**src/rtl/mode_sequencer_if.sv**
```systemverilog
// Interface bundling the button/timebase inputs and the mode/countdown/run
// status outputs of mode_sequencer. The master side drives the inputs; the
// slave side is the sequencer itself.
interface mode_sequencer_if #(
    parameter int unsigned TIME_W = 8
);
    logic [3:0]        buttons_i;
    logic              tick_i;
    logic              game_over_i;
    logic [1:0]        mode_o;
    logic [2:0]        state_o;
    logic [3:0]        countdown_o;
    logic [TIME_W-1:0] time_left_o;
    logic              countdown_start_o;
    logic              run_start_o;
    logic              run_o;
    logic              done_o;

    modport master (
        output buttons_i, tick_i, game_over_i,
        input  mode_o, state_o, countdown_o, time_left_o,
               countdown_start_o, run_start_o, run_o, done_o
    );

    modport slave (
        input  buttons_i, tick_i, game_over_i,
        output mode_o, state_o, countdown_o, time_left_o,
               countdown_start_o, run_start_o, run_o, done_o
    );
endinterface

```
**src/rtl/mode_sequencer.sv**
```systemverilog
// mode_sequencer: game-flow controller. Synchronises the four menu buttons,
// latches the chosen mode, runs a pre-game countdown and a timed run phase,
// then holds the result until a new mode is chosen or the menu button aborts.
// Optional feature macro: MODE_SEQ_PAUSE_EN (button [0] toggles RUN <-> PAUSE).
module mode_sequencer #(
    parameter int unsigned SYNC_STAGES   = 2,
    parameter int unsigned COUNTDOWN_LEN = 3,
    parameter int unsigned RUN_LEN       = 30,
    parameter int unsigned TIME_W        = 8
) (
    input  logic            clk_i,
    input  logic            rst_ni,
    mode_sequencer_if.slave bus
);

    typedef enum logic [2:0] {
        S_IDLE      = 3'd0,
        S_COUNTDOWN = 3'd1,
        S_RUN       = 3'd2,
        S_DONE      = 3'd3,
        S_PAUSE     = 3'd4
    } state_t;

    logic [3:0]        sync_q [SYNC_STAGES];
    logic [3:0]        btn_prev_q;
    logic [3:0]        edge_q;

    state_t            state_q, state_d;
    logic [1:0]        mode_q, mode_d;
    logic [3:0]        cnt_q, cnt_d;
    logic [TIME_W-1:0] time_q, time_d;
    logic              cd_start_q, cd_start_d;
    logic              run_start_q, run_start_d;
    logic              run_q, run_d;
    logic              done_q, done_d;

    logic              abort_edge;
    logic              mode_edge;
    logic [1:0]        sel_mode;
    logic              pause_req;

    // Button synchroniser chain followed by a registered rising-edge detector
    always_ff @(posedge clk_i or negedge rst_ni) begin
        if (!rst_ni) begin
            for (int unsigned i = 0; i < SYNC_STAGES; i++) begin
                sync_q[i] <= '0;
            end
            btn_prev_q <= '0;
            edge_q     <= '0;
        end else begin
            sync_q[0] <= bus.buttons_i;
            for (int unsigned i = 1; i < SYNC_STAGES; i++) begin
                sync_q[i] <= sync_q[i-1];
            end
            btn_prev_q <= sync_q[SYNC_STAGES-1];
            edge_q     <= sync_q[SYNC_STAGES-1] & ~btn_prev_q;
        end
    end

    // Edge priority decode: [3] abort beats mode buttons, [2] > [1] > [0]
    always_comb begin
        abort_edge = edge_q[3];
        mode_edge  = (|edge_q[2:0]) & ~edge_q[3];
        if (edge_q[2]) begin
            sel_mode = 2'b01;
        end else if (edge_q[1]) begin
            sel_mode = 2'b10;
        end else begin
            sel_mode = 2'b11;
        end
`ifdef MODE_SEQ_PAUSE_EN
        pause_req = edge_q[0] & ~(|edge_q[3:1]);
`else
        pause_req = 1'b0;
`endif
    end

    // State register plus registered datapath and outputs
    always_ff @(posedge clk_i or negedge rst_ni) begin
        if (!rst_ni) begin
            state_q     <= S_IDLE;
            mode_q      <= '0;
            cnt_q       <= '0;
            time_q      <= '0;
            cd_start_q  <= 1'b0;
            run_start_q <= 1'b0;
            run_q       <= 1'b0;
            done_q      <= 1'b0;
        end else begin
            state_q     <= state_d;
            mode_q      <= mode_d;
            cnt_q       <= cnt_d;
            time_q      <= time_d;
            cd_start_q  <= cd_start_d;
            run_start_q <= run_start_d;
            run_q       <= run_d;
            done_q      <= done_d;
        end
    end

    // Next-state and counter logic
    always_comb begin
        state_d = state_q;
        mode_d  = mode_q;
        cnt_d   = cnt_q;
        time_d  = time_q;
        if (abort_edge) begin
            state_d = S_IDLE;
            mode_d  = '0;
            cnt_d   = '0;
            time_d  = '0;
        end else begin
            case (state_q)
                S_IDLE, S_DONE: begin
                    if (mode_edge) begin
                        mode_d = sel_mode;
                        if (COUNTDOWN_LEN == 0) begin
                            state_d = S_RUN;
                            time_d  = TIME_W'(RUN_LEN);
                        end else begin
                            state_d = S_COUNTDOWN;
                            cnt_d   = 4'(COUNTDOWN_LEN);
                        end
                    end
                end
                S_COUNTDOWN: begin
                    // A zero count here can only come from corruption; treat it
                    // like the final tick so the countdown cannot stall.
                    if (bus.tick_i) begin
                        if (cnt_q <= 4'd1) begin
                            state_d = S_RUN;
                            cnt_d   = '0;
                            time_d  = TIME_W'(RUN_LEN);
                        end else begin
                            cnt_d = cnt_q - 4'd1;
                        end
                    end
                end
                S_RUN: begin
                    // Pause request wins over game_over/tick in the same cycle
                    if (pause_req) begin
                        state_d = S_PAUSE;
                    end else if (bus.game_over_i) begin
                        state_d = S_DONE;
                    end else if (bus.tick_i) begin
                        if (time_q <= TIME_W'(1)) begin
                            state_d = S_DONE;
                            time_d  = '0;
                        end else begin
                            time_d = time_q - TIME_W'(1);
                        end
                    end
                end
`ifdef MODE_SEQ_PAUSE_EN
                S_PAUSE: begin
                    if (pause_req) begin
                        state_d = S_RUN;
                    end
                end
`endif
                default: begin
                    state_d = S_IDLE;
                    mode_d  = '0;
                    cnt_d   = '0;
                    time_d  = '0;
                end
            endcase
        end
    end

    // Registered output decode; resuming from PAUSE is not a new run start
    always_comb begin
        cd_start_d  = (state_d == S_COUNTDOWN) && (state_q != S_COUNTDOWN);
        run_start_d = (state_d == S_RUN) && (state_q != S_RUN) && (state_q != S_PAUSE);
        run_d       = (state_d == S_RUN);
        done_d      = (state_d == S_DONE);
    end

    assign bus.mode_o            = mode_q;
    assign bus.state_o           = state_q;
    assign bus.countdown_o       = cnt_q;
    assign bus.time_left_o       = time_q;
    assign bus.countdown_start_o = cd_start_q;
    assign bus.run_start_o       = run_start_q;
    assign bus.run_o             = run_q;
    assign bus.done_o            = done_q;

endmodule

```
**src/flat_wrapper.sv**
```systemverilog
// flat-port wrapper written by rule: the top's interface ports become plain ports
module mode_sequencer_flat 
#(
    parameter int unsigned SYNC_STAGES   = 2,
    parameter int unsigned COUNTDOWN_LEN = 3,
    parameter int unsigned RUN_LEN       = 30,
    parameter int unsigned TIME_W        = 8
)
  (clk_i, rst_ni, bus_buttons_i, bus_tick_i, bus_game_over_i, bus_mode_o, bus_state_o, bus_countdown_o, bus_time_left_o, bus_countdown_start_o, bus_run_start_o, bus_run_o, bus_done_o);
  mode_sequencer_if #(.TIME_W(TIME_W)) bus_i ();
  input  logic clk_i;
  input  logic rst_ni;
  input wire logic [$bits(bus_i.buttons_i)-1:0] bus_buttons_i;
  input wire logic [$bits(bus_i.tick_i)-1:0] bus_tick_i;
  input wire logic [$bits(bus_i.game_over_i)-1:0] bus_game_over_i;
  output wire logic [$bits(bus_i.mode_o)-1:0] bus_mode_o;
  output wire logic [$bits(bus_i.state_o)-1:0] bus_state_o;
  output wire logic [$bits(bus_i.countdown_o)-1:0] bus_countdown_o;
  output wire logic [$bits(bus_i.time_left_o)-1:0] bus_time_left_o;
  output wire logic [$bits(bus_i.countdown_start_o)-1:0] bus_countdown_start_o;
  output wire logic [$bits(bus_i.run_start_o)-1:0] bus_run_start_o;
  output wire logic [$bits(bus_i.run_o)-1:0] bus_run_o;
  output wire logic [$bits(bus_i.done_o)-1:0] bus_done_o;
  assign bus_i.buttons_i = bus_buttons_i;
  assign bus_i.tick_i = bus_tick_i;
  assign bus_i.game_over_i = bus_game_over_i;
  assign bus_mode_o = bus_i.mode_o;
  assign bus_state_o = bus_i.state_o;
  assign bus_countdown_o = bus_i.countdown_o;
  assign bus_time_left_o = bus_i.time_left_o;
  assign bus_countdown_start_o = bus_i.countdown_start_o;
  assign bus_run_start_o = bus_i.run_start_o;
  assign bus_run_o = bus_i.run_o;
  assign bus_done_o = bus_i.done_o;
  mode_sequencer #(.SYNC_STAGES(SYNC_STAGES), .COUNTDOWN_LEN(COUNTDOWN_LEN), .RUN_LEN(RUN_LEN), .TIME_W(TIME_W)) u_core (.clk_i(clk_i), .rst_ni(rst_ni), .bus(bus_i));
endmodule
```
**config.mk**
```make
export PLATFORM = sky130hd
export DESIGN_NAME = mode_sequencer_flat
export DESIGN_NICKNAME = d
export VERILOG_FILES = /design/src/rtl/mode_sequencer_if.sv /design/src/rtl/mode_sequencer.sv /design/src/flat_wrapper.sv
export SDC_FILE = /design/constraint.sdc
export NUM_CORES = 1
export LEC_CHECK = 0
export CAP_MARGIN = 20
export CORE_MARGIN = 1
export CORE_UTILIZATION = 56
export DETAILED_ROUTE_END_ITERATION = 10
export PLACE_DENSITY = 0.92
export SYNTH_ARGS = -nofsm -noshare
export SYNTH_HDL_FRONTEND = slang
export SYNTH_SLANG_ARGS = --single-unit
```
**constraint.sdc**
```tcl
create_clock -name clk_i -period 2.75 [get_ports clk_i]
set_clock_uncertainty 0.2 [all_clocks]
set_input_delay 0.275 -clock clk_i [delete_from_list [all_inputs] [get_ports clk_i]]
set_output_delay 0.275 -clock clk_i [all_outputs]
set_load 0.01 [all_outputs]
```
# --- Word-level counts from Yosys, hierarchy flattened ---
# Cells that the tools add are included.
totals:
  in_bits: 8
  elab_cells: 72
  register_bits: 37
  output_inout_bits: 21
classes:
  n_reduce_logical: 10
  muxes: 25
  order_cmp: 2
  n_eq_ne: 17
  addsub: 2
  bitwise: 4
op_table:
  columns: ["cell", "count"]
  rows:
  - ["$mux W8", 6]
  - ["$pmux W8 S3", 1]
  - ["$mux W3", 7]
  - ["$mux W4", 4]
  - ["$eq A3 B2 Y1 const B", 4]
  - ["$ne A3 B2 Y1 const B", 4]
  - ["$pmux W4 S3", 1]
  - ["$ne A3 B1 Y1 const B", 3]
  - ["$pmux W3 S3", 1]
  - ["$le A8 B1 Y1 const B", 1]
  - ["$sub A8 B1 Y8 const B", 1]
  - ["$eq A3 B1 Y1 const B", 2]
  - ["$mux W2", 3]
  - ["$ne A2 B1 Y1 const B", 3]
  - ["$reduce_and A5 Y1", 1]
  - ["$and A4 B4 Y4", 1]
  - ["$le A4 B1 Y1 const B", 1]
  - ["$not A4 Y4", 1]
  - ["$pmux W2 S2", 1]
  - ["$reduce_or A2 Y1", 2]
  - ["$sub A4 B1 Y4 const B", 1]
  - ["$logic_and A1 B1 Y1", 3]
  - ["$logic_not A3 Y1", 1]
  - ["$ne A3 B3 Y1 const B", 1]
  - ["6 further kinds", 6]

# --- Logic depth before layout (Yosys ltp) ---
# Gate-level depths: netlist of the first run.
depth:
  depth_word: 9
  depth_mapped: 7
  ltp_nobuf: 6

# --- Least setup slack after synthesis of the first run ---
# No wires, ideal clock.
synth_path:
  path_type: "reg-to-reg"
  from: "register u_core.time_q[0], in the netlist u_core.bus.time_left_o[0]"
  to: "register u_core.time_q[2], in the netlist u_core.bus.time_left_o[2]"
  setup_time_ps: 124
  required_time_ps: 2426
  path_buffers: 0
  stages_incl_launch_ff: 7
  slack_ps: 832
  t_arrival_ps: 1594
  period_less_slack_ps: 1918
  path_cell_list: "dfrtp_1 -> inv_1 -> ha_1 -> nor2_1 -> o31ai_4 -> o2bb2ai_2 -> a211o_1"
synth_between:
  elab_chain_len: 6
  elab_cells_between_ends: 7
  classes_between: "1 x add/sub; 1 x order compare; 5 x mux"
synth_rtl:
  columns: ["element", "line", "rtl"]
  rows:
  - ["start, declared", "mode_sequencer.sv:31", "logic [TIME_W-1:0] time_q, time_d;"]
  - ["start signal, assigned", "mode_sequencer.sv:93", "time_q <= time_d;"]
  - ["$sub A8 B1 Y8 / $le A8 B1 Y1 (equally long branches)", "mode_sequencer.sv:150, mode_sequencer.sv:146", null]
  - ["$mux W8 (*)", "mode_sequencer.sv:146", "if (time_q <= TIME_W'(1)) begin"]
  - ["$mux W8 (*)", "mode_sequencer.sv:145", "end else if (bus.tick_i) begin"]
  - ["$mux W8 (*)", "mode_sequencer.sv:143", "end else if (bus.game_over_i) begin"]
  - ["$pmux W8 S3 (*)", "mode_sequencer.sv:113", "case (state_q)"]
  - ["$mux W8 (*)", "mode_sequencer.sv:107", "if (abort_edge) begin"]
# Every way passes the cells marked *; elsewhere a longest branch is shown, timed or not. The select of a mux whose other input is x is not followed.
# A chain may end at the register's enable or synchronous reset.

# --- Worst setup path in the final report of the first run ---
# Ends and elaborated chain as after synthesis.

==> summary.md, run 1 <==
| Metric | Value |
|---|---|
| Port buffer count | `28` |
| CTS max path bufs | `2` |
| Data arrival time of the worst path | `about 2.2 ns` |
| Kind of critical path | `flip-flop to flip-flop` |
| Post-layout min period | `2.114 ns` |
| Synth Register Bits | `37` |
| Worst slew pin tran | `roughly 0.57 ns` |
| Post-DP HPWL | `around 2400 µm` |
| Worst path cell trace | `inv_1, ha_1, nor2_1, o31ai_4, o2bb2ai_2, a211o_1` |
| DRT Pass-1 Iters | `9` |
| F_max | `between 0.4 and 0.5 GHz` |
| Pleak | `0.0009325 µW` |
| Final Hold Fails | `0` |
| Final #Nets | `201` |
| Setup TNS Final | `0 ns` |
| Vias in the first global route | `1352` |
| Post-CTS Setup Bufs | `0` |
| Die Height | `about 58 µm` |
| Synthesized instance count | `around 160` |
| Clk slew on worst S/H paths | `between 0.1 and 0.15 ns` |
| Failing checks | `DRC` |
| Slowest CP cell | `dfrtp_1` |
| Synth top area cells | `dfrtp_1, ha_1, nor2_1, nor2b_1, inv_1` |
| Total Wirelength | `about 3500 µm` |
| Die X | `roughly 58 µm` |
| Io pins | `29` |
| Grt total ovfl | `0` |
| Kind of end point of the critical path | `flip-flop` |
| Post-synthesis cell area | `around 1800 µm²` |
| RSZ-0062 raised after global routing | `no` |
| Synth warn | `0` |
| Final WS setup | `between 0.6 and 0.7 ns` |
| Antenna violations before repair | `0` |
| Syn_nets | `170` |
| Resize count post-CTS | `0` |
| Post-synth top flop | `dfrtp_1` |
| WL per Instance | `about 16 µm` |
| Sequential share of the synthesized area | `0.5286` |
| Buf+Inv Stages, Crit Path | `1` |
| Global-route usage over all layers | `0.2408` |
| Synth top area share | `0.5286` |
| Diodes inserted | `0` |
| # DRC | `1` |
| Period Utilization, post-route | `0.7687` |
| DRT iter0 DRCs | `88` |
| Max_slew headroom | `0.6152` |
| H-tree levels | `2` |
| Via count | `approximately 1400` |
| Final Hold Slack | `roughly 0.12 ns` |
| Setup slack at placement | `0.6188 ns` |
| CP max FO | `7` |
| Initial Utilization | `0.6140` |
| Max Cap Viol | `0` |
| Vias per Instance | `6.290` |
| CP peak stage delay | `~0.47 ns` |
| Core ar. | `between 2000 and 3000 µm²` |
| Cts bufs inserted | `5` |
| CTS hold repair buffers | `0` |
| Routed Antenna Nets | `0` |
| Clock Latency Late Sink | `between 0.3 and 0.4 ns` |
| Cell taking the most area after synthesis | `dfrtp_1` |
| # setup viols final | `0` |
| Post-synth EDFFs | `0` |
| Layout fillers | `196` |
| FP Rows | `19` |
| VDD IR max | `0.4542 mV` |
| Synth Area per Inst | `approximately 11 µm²` |
| WP data required | `around 2.8 ns` |
| Max Slew Vio Count | `0` |
| Layout cells sized above 1 | `0.1000` |
| Area Overhead vs Synth | `20.07%` |
| CP delay by family, top | `compound AO/OA/AOI/OAI gates` |
| P per Cell Area | `~500 nW/µm²` |
| Final Util | `0.7373` |
| Post-synthesis cell type count | `51` |
| CTS root buf | `clkbuf_4` |
| CTS sink cnt | `37` |
| Run status | `complete, but fails checks` |
| CTS tree | `built` |
| Crit path launch type | `flip-flop` |
| Routability congestion estimate | `between 0.9 and 1` |
| Path type of the worst min-delay path | `input pin to asynchronous set/reset pin` |
| Ys async rst share | `1.000` |
| Largest net degree at the start of global routing | `38` |
| Die area | `3356 µm²` |
| First-pass GRT wire length | `between 6000 and 7000 µm` |
## power breakdown
group | internal [µW] | leakage [µW] | switching [µW] | total, µW
Clock | 104 | 0.0000318 | 196 | 300
Sequential | 567 | 0.000476 | 23.5 | 591
Combinational | 73.4 | 0.000425 | 86.0 | 159
Total | 745 | 0.000933 | 306 | 1050
## worst register-to-register path: cells and delay by family (launching register included)
| kind | cells | cell delay [ns] |
|---|---|---|
| AO/OA/AOI/OAI | 3 | 0.83 |
| buffers and inverters | 1 | 0.09 |
| adder cells (fa/ha/maj) | 1 | 0.30 |
| flip-flops | 1 | 0.47 |
| AND/OR/NAND/NOR | 1 | 0.14 |
## synthesized netlist by cell type (2+ instances only)
library cell  instances
or2_1                 2
o2bb2ai_1             3
a21o_1                2
dfrtp_1              37
or3_1                 2
a311oi_1              2
o22ai_1               2
buf_2                 3
inv_1                11
nor4_1                2
ha_1                  4
nor2_1               13
o21ai_0               7
buf_6                 2
a22oi_1               2
o31ai_1               3
nand3_1               4
a21oi_1               2
nor3_1                7
nor2b_1               7
nand2_1               9
and2_1                2
and3_1                2
## per-stage QoR
step / instances / cell area [µm²] / total power (µW)
final: 221 / 2103 / 1050
after global routing: 221 / 2103 / 1101
after detailed placement: 213 / 2041 / 757.9
after floorplan: 158 / 1752 / 692.8
after CTS: 221 / 2103 / 1057
after global placement: 213 / 2041 / 748.9
## worst paths after layout
path,from,to,slack (ns),depth (start not counted)
worst max-delay path,u_core.bus.time_left_o[0],u_core.bus.time_left_o[2],0.64,6
worst min-delay path,rst_ni,u_core.bus.countdown_start_o,0.12,2
worst max register to register,u_core.bus.time_left_o[0],u_core.bus.time_left_o[2],0.64,6
worst min register to register,u_core.sync_q[4],u_core.sync_q[0],0.17,0
max in group asynchronous,rst_ni,u_core.bus.time_left_o[4],1.90,2
min in group clk_i,bus_buttons_i[2],u_core.sync_q[6],0.15,1
## logic make-up after synthesis
family,synth area share
compound gates,0.1921
other cells,0.002141
mux,0.005715
flops,0.5286
buf+inv,0.04500
fa+ha+maj,0.02857
simple gates,0.1979
## layout by cell type (no fill, tap or decap), types with 3 or more instances in the layout
cell / count
o2bb2ai_1: 3
nor2b_1: 7
inv_1: 11
clkdlybuf4s50_1: 28
o31ai_1: 3
o21ai_0: 7
nand3_1: 4
dfrtp_1: 37
nand2_1: 9
nor2_1: 13
nor3_1: 7
ha_1: 4
clkbuf_4: 5
## area by class of cell
cell class	count	area [µm²]	area share
flip-flops and latches	37	925.9	0.4402
multi-input cells	105	747.0	0.3551
repair buffers	29	287.8	0.1368
inverters	11	41.29	0.01963
well taps	31	38.79	0.01844
clock buffers	5	37.54	0.01785
clock inverters	3	25.02	0.01190
## layer usage
metal	share of wire	routed length [µm]	GRT usage	vias to the layer above
li1	-	-	-	644
met1	0.44	1532	0.3127	669
met2	0.48	1685	0.3760	67
met3	0.059	207	0.05134	10
met4	0.021	72	0.1395	0
met5	0	0	0	-
## flip-flops by register name (all words and copies together), names as in the netlist
register	count
u_core.bus.countdown_start_o	1
u_core.bus.run_start_o	1
u_core.btn_prev_q	4
u_core.edge_q	4
u_core.bus.done_o	1
u_core.sync_q	8
u_core.bus.mode_o	2
u_core.bus.run_o	1
u_core.bus.time_left_o	8
u_core.bus.countdown_o	4
u_core.bus.state_o	3
(Power assumes the default switching activity.)
==> run 2: changes to the inputs <==
- CORE_UTILIZATION: 56 -> 52
- PLACE_DENSITY: 0.92 -> 0.87
- clock period: 2.75 -> 1.96 ns (I/O delays scaled with it)
==> run 2 against run 1 <==
Compared with the run above:
- the run now ends clean
- worst setup slack got worse by 0.58 ns
- sequential share of layout area decreased by 4.6 points
- die area is 7.4% higher
- combinational power increased by 86%
- sequential power grew 39%
- count of clock-buffer cells in the layout is 1 higher
- global-route usage rose by 1.3 points
- first-iteration DRC count is 14% higher
- routed wire length grew 21%
- worst hold slack lost 0.096 ns
- final area is 12% higher
- via count is 8.6% higher
==> summary.md, run 2 (same netlist as run 1, synthesis figures left out) <==
| Metric | Value |
|---|---|
| # DRC | `0 (-1)` |
| Kind of critical path | `flip-flop to flip-flop` |
| Most common cell after layout, fill and taps aside | `dfrtp_1` |
| WL per Instance | `16.40 µm (+3.6%)` |
| Data arrival time of the worst path | `1.97 ns (-0.20 ns)` |
| Cts bufs inserted | `5 (unchanged)` |
| VDD IR max | `0.4777 mV (+5.2%)` |
| # setup viols final | `0 (unchanged)` |
| Area of the multi-input gates | `813.3 µm² (+8.9%)` |
| DRT iter0 DRCs | `100 (+14%)` |
| Max_slew headroom | `0.6539 (+0.03866)` |
| Routed Antenna Nets | `0 (unchanged)` |
| CTS root buf | `clkbuf_4` |
| Commonest cells after routing, fill and taps aside | `dfrtp_1, clkdlybuf4s50_1, buf_4` |
| Vias in the first global route | `1424 (+5.3%)` |
| Initial Utilization | `0.5600 (-0.05404)` |
| Diodes inserted | `0 (unchanged)` |
| Via count | `1510 (+8.6%)` |
| Pleak | `0.001075 µW (+15%)` |
| Post-DP HPWL | `2720 µm (+15%)` |
| Crit path launch type | `flip-flop` |
| Run status | `finished, final reports clean` |
| Antenna violations before repair | `0 (unchanged)` |
| CP delay by family, top | `compound AO/OA/AOI/OAI gates` |
| Vias per Instance | `5.875 (-6.6%)` |
| Io pins | `29 (unchanged)` |
| CP peak stage delay | `0.45 ns (-0.02 ns)` |
| Final Hold Slack | `0.02823 ns (-0.09638 ns)` |
| CTS sink cnt | `37 (unchanged)` |
| Path type of the worst min-delay path | `input pin to asynchronous set/reset pin` |
| Max Cap Viol | `0 (unchanged)` |
| Worst slew pin tran | `0.5144 ns (-0.05746 ns)` |
| Port buffer count | `28 (unchanged)` |
| Clk slew on worst S/H paths | `0.12 ns (about the same)` |
| Slowest CP cell | `dfrtp_2` |
| Die Height | `60.04 µm (+3.6%)` |
| Die area | `3605 µm² (+7.4%)` |
| Max Slew Vio Count | `0 (unchanged)` |
| WP data required | `2.03 ns (-0.77 ns)` |
| Global-route usage over all layers | `0.2541 (+0.01321)` |
| CTS hold repair buffers | `0 (unchanged)` |
| Layout fillers | `201 (+2.6%)` |
| Final Hold Fails | `0 (unchanged)` |
| Post-layout min period | `1.906 ns (-0.2081 ns)` |
| P per Cell Area | `655.7 nW/µm² (+31%)` |
| CTS tree | `built` |
| Routability congestion estimate | `0.9068 (-5.7%)` |
| Largest net degree at the start of global routing | `38 (unchanged)` |
| Grt total ovfl | `0 (unchanged)` |
| First-pass GRT wire length | `6486 µm (+7.6%)` |
| CP max FO | `4 (-3)` |
| Area Overhead vs Synth | `34.64%` |
| FP Rows | `20 (+1)` |
| Layout cells sized above 1 | `0.2582 (+0.1582)` |
| Die X | `60.04 µm (+3.6%)` |
| Period Utilization, post-route | `0.9723 (+0.2036)` |
| Final #Nets | `224 (+11%)` |
| DRT Pass-1 Iters | `4 (-5)` |
| Total Wirelength | `4215 µm (+21%)` |
| Core ar. | `3128 µm² (+9.6%)` |
| F_max | `0.5247 GHz (+11%)` |
| H-tree levels | `2 (unchanged)` |
| Worst path cell trace | `inv_1, ha_2, or2_4, a311oi_2, a311o_1, and3_1` |
| CTS max path bufs | `2 (unchanged)` |
| Buf+Inv Stages, Crit Path | `1 (unchanged)` |
| Setup TNS Final | `0 ns (unchanged)` |
| Kind of end point of the critical path | `flip-flop` |
| Clock Latency Late Sink | `0.36 ns (about the same)` |
| Register area | `930.9 µm² (+0.54%)` |
[run 2: what timing repair did]
item | 4_1_cts | 5_1_grt
setup buffers | 1 | 7
cloned | 0 | 1
gates resized for setup | 5 | 12
pin swaps | 0 | 5
setup endpoints to repair | 14 | 18
[run 2: routing by layer]
| metal | global-route usage | up-vias | part of all wire |
|---|---|---|---|
| li1 | - | 682 | - |
| met1 | 0.3124 | 744 | 0.41 |
| met2 | 0.3968 | 68 | 0.49 |
| met3 | 0.06061 | 16 | 0.063 |
| met4 | 0.1694 | 0 | 0.033 |
| met5 | 0 | - | 0 |
[run 2: worst register-to-register path, cell delays in order, from the launching register on]
cell and delay, ns:
dfrtp_2 0.45, inv_1 0.11, ha_2 0.20, or2_4 0.17, a311oi_2 0.13, a311o_1 0.38
and3_1 0.17
[run 2: layout make-up]
cell class / instances / share of cell area
clock inverters: 2 / 0.005836
inverters: 11 / 0.01751
well taps: 44 / 0.02334
multi-input cells: 106 / 0.3448
repair buffers: 51 / 0.1920
flip-flops and latches: 37 / 0.3947
clock buffers: 6 / 0.02175
[run 2: final timing paths]
kind                                                 from                      endpoint  slack [ns]  depth (start not counted)
worst max-delay path            u_core.bus.countdown_o[0]  u_core.bus.countdown_start_o        0.05                          6
worst min-delay path                               rst_ni          u_core.bus.mode_o[1]        0.03                          2
worst max register to register  u_core.bus.countdown_o[0]  u_core.bus.countdown_start_o        0.05                          6
worst min register to register           u_core.sync_q[5]              u_core.sync_q[1]        0.16                          0
max in group asynchronous                          rst_ni         u_core.bus.state_o[0]        1.18                          2
min in group clk_i                       bus_buttons_i[1]              u_core.sync_q[5]        0.07                          1
[run 2: where the power goes]
part / total, µW / switching, µW / internal [µW]
Combinational: 295 / 154 / 141
Sequential: 824 / 26.5 / 797
Clock: 428 / 253 / 175
[run 2: stage by stage]
| stage | instances | setup slack [ns] | total power [µW] | utilization | area (µm²) |
|---|---|---|---|---|---|
| finish | 257 | 0.05427 | 1547 | 0.7540 | 2359 |
| floorplan | 158 | 0.04247 | 972.0 | - | 1752 |
| detailed placement | 240 | -0.04733 | 1086 | 0.6912 | 2162 |
| global route | 257 | -0.02028 | 1614 | 0.7540 | 2359 |
| CTS | 249 | 0.01452 | 1528 | 0.7232 | 2262 |
| global placement | 240 | 0.04871 | 1072 | 0.6912 | 2162 |
==> run 3: changes to the inputs <==
- GPL_ROUTABILITY_DRIVEN: unset -> 1
==> results of run 3 <==
Same layout as run 2: the final DEF is identical, and so are final timing and power.
